[config.mk]
export PLATFORM = sky130hd
export DESIGN_NAME = alu_issue_buffer
export DESIGN_NICKNAME = d
export VERILOG_FILES = /design/src/rtl/alu_issue_buffer.sv
export SDC_FILE = /design/constraint.sdc
export NUM_CORES = 1
export LEC_CHECK = 0
export BUFFER_PORTS_ARGS = -buffer_cell sky130_fd_sc_hd__buf_4
export CAP_MARGIN = 0
export CORE_ASPECT_RATIO = 0.6
export CORE_UTILIZATION = 50
export DETAILED_ROUTE_END_ITERATION = 12
export PLACE_DENSITY = 0.86
export SYNTH_ARGS = -nofsm -noshare
export SYNTH_HDL_FRONTEND = slang
export SYNTH_SLANG_ARGS = --single-unit
[constraint.sdc]
create_clock -name clk -period 3.25 [get_ports clk]
set_input_delay 0.65 -clock clk [delete_from_list [all_inputs] [get_ports clk]]
set_output_delay 0.65 -clock clk [all_outputs]
set_load 0.005 [all_outputs]
[src/rtl/alu_issue_buffer.sv]
// Valid/ready FIFO request buffer feeding the 32-bit ALU; drops and counts illegal function codes.
// Optional same-cycle empty-buffer bypass is enabled by defining ALU_ISSUE_BYPASS_EN.
module alu_issue_buffer #(
    parameter int unsigned DEPTH = 4,
    parameter int unsigned WIDTH = 32,
    parameter int unsigned CNT_W = 8
) (
    input  logic                     clk,
    input  logic                     reset,
    input  logic                     in_valid,
    output logic                     in_ready,
    input  logic [WIDTH-1:0]         in_dataA,
    input  logic [WIDTH-1:0]         in_dataB,
    input  logic [5:0]               in_Signal,
    output logic                     out_valid,
    input  logic                     out_ready,
    output logic [WIDTH-1:0]         dataA,
    output logic [WIDTH-1:0]         dataB,
    output logic [5:0]               Signal,
    output logic [$clog2(DEPTH):0]   count,
    output logic                     illegal_op,
    output logic [CNT_W-1:0]         illegal_count
);

    localparam int unsigned PTR_W = $clog2(DEPTH);
    localparam int unsigned OCC_W = PTR_W + 1;
    localparam int unsigned SIG_W = 6;
    localparam int unsigned ENT_W = 2 * WIDTH + SIG_W;

    localparam logic [SIG_W-1:0] OP_AND = 6'b100100;
    localparam logic [SIG_W-1:0] OP_OR  = 6'b100101;
    localparam logic [SIG_W-1:0] OP_ADD = 6'b100000;
    localparam logic [SIG_W-1:0] OP_SUB = 6'b100010;
    localparam logic [SIG_W-1:0] OP_SLT = 6'b101010;

    logic [ENT_W-1:0] mem_q [DEPTH];
    logic [PTR_W-1:0] wr_ptr_q, wr_ptr_d;
    logic [PTR_W-1:0] rd_ptr_q, rd_ptr_d;
    logic [OCC_W-1:0] count_q, count_d;
    logic             illegal_op_q, illegal_op_d;
    logic [CNT_W-1:0] illegal_count_q, illegal_count_d;

    logic             legal_c;
    logic             empty_c;
    logic             accept_c;
    logic             bypass_c;
    logic             push_c;
    logic             drop_c;
    logic             pop_c;
    logic [ENT_W-1:0] head_c;

    function automatic logic is_legal(input logic [SIG_W-1:0] sig);
        logic ok;
        ok = 1'b0;
        case (sig)
            OP_AND, OP_OR, OP_ADD, OP_SUB, OP_SLT: ok = 1'b1;
            default:                               ok = 1'b0;
        endcase
        return ok;
    endfunction

    // Handshake decode; in_ready comes only from registered occupancy.
    always_comb begin
        legal_c  = is_legal(in_Signal);
        empty_c  = (count_q == '0);
        accept_c = in_valid && in_ready;
`ifdef ALU_ISSUE_BYPASS_EN
        bypass_c = empty_c && in_valid && legal_c && out_ready;
`else
        bypass_c = 1'b0;
`endif
        push_c   = accept_c && legal_c && !bypass_c;
        drop_c   = accept_c && !legal_c;
        pop_c    = !empty_c && out_ready;
        head_c   = mem_q[rd_ptr_q];
    end

    assign in_ready = (count_q != OCC_W'(DEPTH));

    always_comb begin
        wr_ptr_d        = wr_ptr_q;
        rd_ptr_d        = rd_ptr_q;
        count_d         = count_q;
        illegal_op_d    = drop_c;
        illegal_count_d = illegal_count_q;

        if (push_c) begin
            wr_ptr_d = wr_ptr_q + PTR_W'(1);
        end
        if (pop_c) begin
            rd_ptr_d = rd_ptr_q + PTR_W'(1);
        end
        if (push_c && !pop_c) begin
            count_d = count_q + OCC_W'(1);
        end else if (pop_c && !push_c) begin
            count_d = count_q - OCC_W'(1);
        end
        if (drop_c && (illegal_count_q != '1)) begin
            illegal_count_d = illegal_count_q + CNT_W'(1);
        end
    end

    always_ff @(posedge clk) begin
        if (reset) begin
            wr_ptr_q        <= '0;
            rd_ptr_q        <= '0;
            count_q         <= '0;
            illegal_op_q    <= 1'b0;
            illegal_count_q <= '0;
        end else begin
            wr_ptr_q        <= wr_ptr_d;
            rd_ptr_q        <= rd_ptr_d;
            count_q         <= count_d;
            illegal_op_q    <= illegal_op_d;
            illegal_count_q <= illegal_count_d;
        end
    end

    // Payload storage carries no reset; contents are only read when occupied.
    always_ff @(posedge clk) begin
        if (push_c && !reset) begin
            mem_q[wr_ptr_q] <= {in_dataA, in_dataB, in_Signal};
        end
    end

    // Idle outputs are forced to zero so the ALU never sees a stale function code.
    always_comb begin
        out_valid = !empty_c || bypass_c;
        dataA     = '0;
        dataB     = '0;
        Signal    = '0;
        if (!empty_c) begin
            {dataA, dataB, Signal} = head_c;
        end else if (bypass_c) begin
            dataA  = in_dataA;
            dataB  = in_dataB;
            Signal = in_Signal;
        end
    end

    assign count         = count_q;
    assign illegal_op    = illegal_op_q;
    assign illegal_count = illegal_count_q;

endmodule

==> results.json, run 1 <==
{
  "drv_slew": 0,
  "reg2reg_to": "count[2]",
  "slew_headroom_pct": 57.4,
  "critPathTopFamily": "simple AND/OR/NAND/NOR gates",
  "dr.max_layer_used": "met5",
  "setup_viol_count_final": 0,
  "gr-usage-all-layers_pct": 20.1,
  "min_period_over_period_pct": 93.6,
  "clk_pin_slew_ps": 70,
  "max_stage_delay_ps": 720,
  "drt-met1-wl_um": 9420,
  "ios": 158,
  "crit_path_top_delay_cell": "or3_2",
  "wl_per_cell_um": 21.9,
  "overflow": 0,
  "rsz0062_at_grt": "false",
  "yosysTopAreaCell": "edfxtp_1",
  "start_kind": "flop",
  "synth_top_family_by_area": "multiplexers",
  "hold_ws_ps": 327,
  "synthSimpleGateAreaFrac_pct": 6.07,
  "fin_tns_setup_ps": 0,
  "cts-root-buf": "clkbuf_16",
  "firstDrtPassIters": 5,
  "yosys_register_bits": 298,
  "ant_nets": 0,
  "ctsResizeCount": 0,
  "synthTopCellsByArea": "edfxtp_1, mux4_2, and2_1, dfxtp_1, ha_1",
  "met3_length_um": 2140,
  "die_w_um": 197,
  "clk_path_buf_depth": 3,
  "multi_input_area_um2": 2550,
  "async_flop_share_pct": 0,
  "vdd.ir_drop.worst_uv": 570,
  "drc": 0,
  "wirelength_um": 23100,
  "synth_compound_area_share_pct": 0.863,
  "cts_sinks": 298,
  "cts_tree": "done",
  "cp_num_buf_inv": 2,
  "synth.mux.area_fraction_pct": 14.1,
  "drive_gt1_share_pct": 39.2,
  "core_area_um2": 22200,
  "crit_required_ps": 2600,
  "die_area_um2": 23500,
  "dp_hpwl_um": 14600,
  "powerDensity_nw_per_um2": 735,
  "synthCells": 552,
  "yosysWarnings": 0,
  "syn2layout_area_growth_pct": 23.0,
  "synth_nets": 633,
  "synth_fa_ha_area_share_pct": 0.830,
  "yosysMostFrequentCell": "edfxtp_1",
  "htreeDepth": 1,
  "fin_worst_skew_ps": 9.77,
  "worst_skew_pair.late_latency_ps": 520,
  "start_util_pct": 51.5,
  "cp.depth": 4,
  "seq_area_frac_synth_pct": 76.5,
  "grt_pass1_vias": 6073,
  "synth_common_cells": "edfxtp_1, and2_1, mux4_2",
  "finalHoldViolations": 0,
  "vias": 5821,
  "ff_latch_area_um2": 8780,
  "via_per_inst": 5.53,
  "status": "finished, final reports clean",
  "synth_area_um2": 11500,
  "fillCellCount": 1500,
  "synth_edf_count": 280,
  "n_antenna_cell": 0,
  "syn_area_per_cell_um2": 20.8,
  "regToRegSetupSlack_ps": 600,
  "hold_path.class": "in -> reg",
  "fp-row-count": 42,
  "ys.flop_type": "edfxtp_1",
  "grt_pass1_wl_um": 35300,
  "synth_top_area_share_pct": 73.4,
  "period_minus_slack_ps": 3040,
  "die_h_um": 119,
  "portBuffers": 157,
  "worstSetupEndpointType": "output port",
  "numCtsBuffers": 27,
  "endpoint": "dataA[27]",
  "crit_type": "reg -> out",
  "antenna_found_initial": 1,
  "postCtsHoldBufs": 0,
  "reg2reg_depth": 8,
  "drt_iter0_markers": 409,
  "grt_max_degree": 46,
  "max_freq_mhz": 329,
  "postCtsSetupBuffers": 0,
  "crit_path_max_fanout": 45,
  "gp_congestion": 0.804,
  "setup.worst_path.start": "count[1]",
  "cp.arrival_ps": 2390,
  "leakage_nw": 4.77,
  "synthXorXnorAreaFrac_pct": 0.306,
  "fin_nets": 806,
  "crit_top_cell": "buf_4",
  "drv_cap": 0,
  "wl_met2_um": 11200,
  "tightest_slew_ps": 634,
  "crit_chain": "or3_2 -> buf_4 -> and2_1 -> buf_4",
  "r2r-start": "count[1]",
  "yosysUniqueCellTypes": 32
}
[cell families after synthesis]
group / Yosys count
AOI/OAI and AO/OA: 16
xor gates and xnor gates: 4
adders and majority gates: 7
buffers and inverters: 34
DFF: 298
muxes: 74
and+or+nand+nor: 119
[worst min path at each step]
stage | slack (ps) | cells after the start | from | to
3_3_place_gp | 490 | 2 | count[2] | count[2]
5_1_grt | 300 | 1 | in_dataA[20] | mem_q[3][58]
2_1_floorplan | 480 | 2 | rd_ptr_q[1] | flop
4_1_cts | 310 | 1 | in_dataA[18] | mem_q[1][56]
3_5_place_dp | 520 | 2 | illegal_count[0] | illegal_count[0]
6_report | 330 | 1 | in_dataB[2] | mem_q[2][8]
[placed cells by master, fill, tap and decap left out, drive strengths merged]
cell,instances
nand2b,4
xor2,4
dfxtp,18
buf,171
mux4,70
nor4,3
nor3b,1
nor4b,1
nand3,5
nand2,4
nand4,1
or3,4
or4,2
a21oi,5
o21bai,1
and2,74
inv,8
bufinv,3
nor2b,2
ha,6
o31ai,2
clkbuf,36
o21ai,3
a211oi,1
clkinvlp,1
nor2,13
mux2i,3
a311o,1
edfxtp,280
nor3,5
fa,1
clkinv,8
mux2,1
a31oi,3
[per-stage QoR]
step                      utilization (%)  setup slack, ps  cells  power, mW  area, um2
after floorplan                         -              536    552       5.89      11500
after global placement               59.2              453   1004       7.16      13200
after detailed placement             59.2              298   1004       7.22      13200
after CTS                            63.4              173   1053       10.5      14100
after global routing                 63.4              114   1053       10.8      14100
final                                63.4              208   1053       10.4      14100
[where the power goes]
group	internal, mW	switching, mW
logic	1.56	1.15
registers	4.25	0.138
clock network	1.92	1.33
[state kept, by name (all words and copies together) (netlist names), named ones only]
register / cells
illegal_count: 8
illegal_op: 1
rd_ptr_q: 2
count: 3
mem_q: 280
wr_ptr_q: 2
[worst reg2reg max path, delay by kind of cell, from the launching register on]
family	cells	cell delay (ps)
compound gates	1	170
xor+xnor	1	150
fa+ha+maj	2	570
buf+inv	1	60
flops	1	360
simple gates	3	1260
[layout make-up]
cell class                      instances  share of cell area (%)
Multi-Input combinational cell        220                    18.1
Clock buffer                           36                    5.54
Tap cell                              308                    2.74
Clock inverter                         13                    1.02
Inverter                                7                   0.187
Sequential cell                       298                    62.3
Timing Repair Buffer                  171                    10.1
[metal layers]
metal  global-route usage [%]  vias to the layer above
met3                     5.15                       28
li1                         -                     2555
met5                        0                        -
met2                     32.4                      251
met1                     28.4                     2985
met4                     2.96                        2
Power figures use the tool's default switching activity.
==> run 2, diff against run 1 <==
--- a/config.mk
+++ b/config.mk
@@ -8,9 +8,9 @@
 export BUFFER_PORTS_ARGS = -buffer_cell sky130_fd_sc_hd__buf_4
 export CAP_MARGIN = 0
 export CORE_ASPECT_RATIO = 0.6
-export CORE_UTILIZATION = 50
+export CORE_UTILIZATION = 51
 export DETAILED_ROUTE_END_ITERATION = 12
-export PLACE_DENSITY = 0.86
+export PLACE_DENSITY = 0.87
 export SYNTH_ARGS = -nofsm -noshare
 export SYNTH_HDL_FRONTEND = slang
 export SYNTH_SLANG_ARGS = --single-unit
==> run 2 against run 1 <==
Critical path depth did not move. Die area is 1.9% lower. Clock-buffer cell count fell by 5. Non-clock buffer count decreased by 3. Global-route usage is 0.63 points higher. Wire length grew 0.65%. Worst setup slack improved by 160 ps. Core utilization decreased by 0.22 points. Clock skew decreased by 4.0 ps. Cell area shrank 1.3%.
==> results.json, run 2 (synthesized netlist as in run 1, its figures left out) <==
{
  "min_period_over_period_pct": 88.6,
  "drv_cap": 0,
  "start_util_pct": 52.0,
  "fin_nets": 802,
  "hold_path.class": "in -> reg",
  "cts-root-buf": "clkbuf_16",
  "finalNonFillerCells": 1028,
  "grt_max_degree": 73,
  "max_freq_mhz": 347,
  "total_power_mw": 10.1,
  "ant_nets": 0,
  "power.share.clock_pct": 29.6,
  "fin_util_pct": 63.1,
  "hold_start": "in_dataA[15]",
  "die_area_um2": 23100,
  "finalHoldViolations": 0,
  "drv_slew": 0,
  "p_switching_mw": 2.60,
  "mostFrequentLayoutCells": "edfxtp_1, buf_4, mux4_2, and2_1, clkbuf_16",
  "final_common_cell": "edfxtp_1",
  "fp-row-count": 42,
  "start_kind": "flop",
  "wirelength_um": 23200,
  "fin_worst_skew_ps": 5.80,
  "drc": 0,
  "ios": 158,
  "overflow": 0,
  "pwr-share-seq_pct": 42.9,
  "gr-usage-all-layers_pct": 20.7,
  "gp_congestion": 0.854,
  "period_minus_slack_ps": 2880,
  "p_sw_share_pct": 25.8,
  "postCtsHoldBufs": 0,
  "combPwrFrac_pct": 27.5,
  "crit_type": "reg -> out",
  "worst_skew_pair.late_latency_ps": 520,
  "cts_tree": "done",
  "via_per_inst": 5.66,
  "drive_gt1_share_pct": 38.2,
  "regToRegSetupSlack_ps": 820,
  "wl_per_cell_um": 22.6,
  "cp.arrival_ps": 2230,
  "crit_required_ps": 2600,
  "status": "finished, final reports clean",
  "vias": 5817,
  "postCtsSetupBuffers": 0,
  "reg2reg_to": "count[2]",
  "dp.cells": 979,
  "rsz0062_at_grt": "false",
  "powerDensity_nw_per_um2": 724,
  "largest_reg_flops": 280,
  "min_to": "mem_q[0][53]",
  "die_w_um": 195,
  "portBuffers": 157,
  "tightest_slew_ps": 689,
  "reg2reg_depth": 10,
  "fin_tns_setup_ps": 0,
  "worstSetupEndpointType": "output port",
  "core_area_um2": 22000,
  "fillCellCount": 1465,
  "clk_path_buf_depth": 3,
  "slew_headroom_pct": 54.1,
  "dp_hpwl_um": 14500,
  "setup_viol_count_final": 0,
  "p_int_mw": 7.47,
  "numCtsBuffers": 26,
  "antenna_found_initial": 3,
  "htreeDepth": 1,
  "vdd.ir_drop.worst_uv": 486,
  "leakage_nw": 4.69,
  "grt_pass1_wl_um": 35900,
  "top_register": "mem_q",
  "cts_sinks": 298,
  "drt_iter0_markers": 478,
  "crit_path_max_fanout": 36,
  "ctsResizeCount": 0,
  "firstDrtPassIters": 5,
  "syn2layout_area_growth_pct": 21.4,
  "min_path_cells": 1,
  "clk_pin_slew_ps": 60,
  "r2r-start": "count[2]",
  "die_h_um": 118,
  "grt_pass1_vias": 6179
}
[run 2: per-layer routing]
metal  track usage [%]  part of all wire (%)
met1              29.9                    43
met2              33.0                    48
met3              4.36                   7.6
met4              4.23                   2.0
met5                 0                     0
[run 2: area by class of cell]
| class | instances | area, um2 | area share [%] |
|---|---|---|---|
| antenna | 1 | 2.50 | 0.0180 |
| clock buffer | 31 | 691 | 4.97 |
| clock inverter | 17 | 136 | 0.981 |
| inverter | 7 | 26.3 | 0.189 |
| multi-input combinational | 220 | 2550 | 18.4 |
| sequential | 298 | 8780 | 63.1 |
| tap | 286 | 358 | 2.57 |
| timing repair buffer | 168 | 1360 | 9.79 |
[run 2: power groups by stage]
| stage | registers, mW | clock network (mW) | logic [mW] |
|---|---|---|---|
| after CTS | 4.32 | 3.04 | 2.82 |
| after detailed placement | 4.41 | 0 | 2.81 |
| final | 4.32 | 2.98 | 2.77 |
| after global placement | 4.40 | 0 | 2.75 |
| after floorplan | 4.36 | 0 | 1.52 |
| after global routing | 4.33 | 3.18 | 3.00 |
[run 2: worst max-delay path, stage by stage, from the launching register on]
cell	delay, ps
dfxtp_4	690
buf_12	300
mux4_2	350
and2_1	190
buf_4	140
[run 2: how the worst max path moves through the flow]
stage | start | to | slack (ps) | cells after the start
5_1_grt | flop | dataB[14] | 270 | 4
3_5_place_dp | in_Signal[1] | mem_q[0][54] | 200 | 6
2_1_floorplan | in_Signal[1] | mem_q[0][0] | 540 | 4
4_1_cts | flop | dataB[14] | 320 | 4
6_report | flop | dataB[13] | 370 | 4
3_3_place_gp | in_Signal[4] | count[2] | 480 | 10
[run 2: per-stage QoR]
step	setup slack (ps)	cell area, um2	hold WS (ps)
finish	370	13900	328
global route	271	13900	309
CTS	317	13900	311
detailed placement	203	13100	510
global placement	480	13100	499
floorplan	536	11500	485
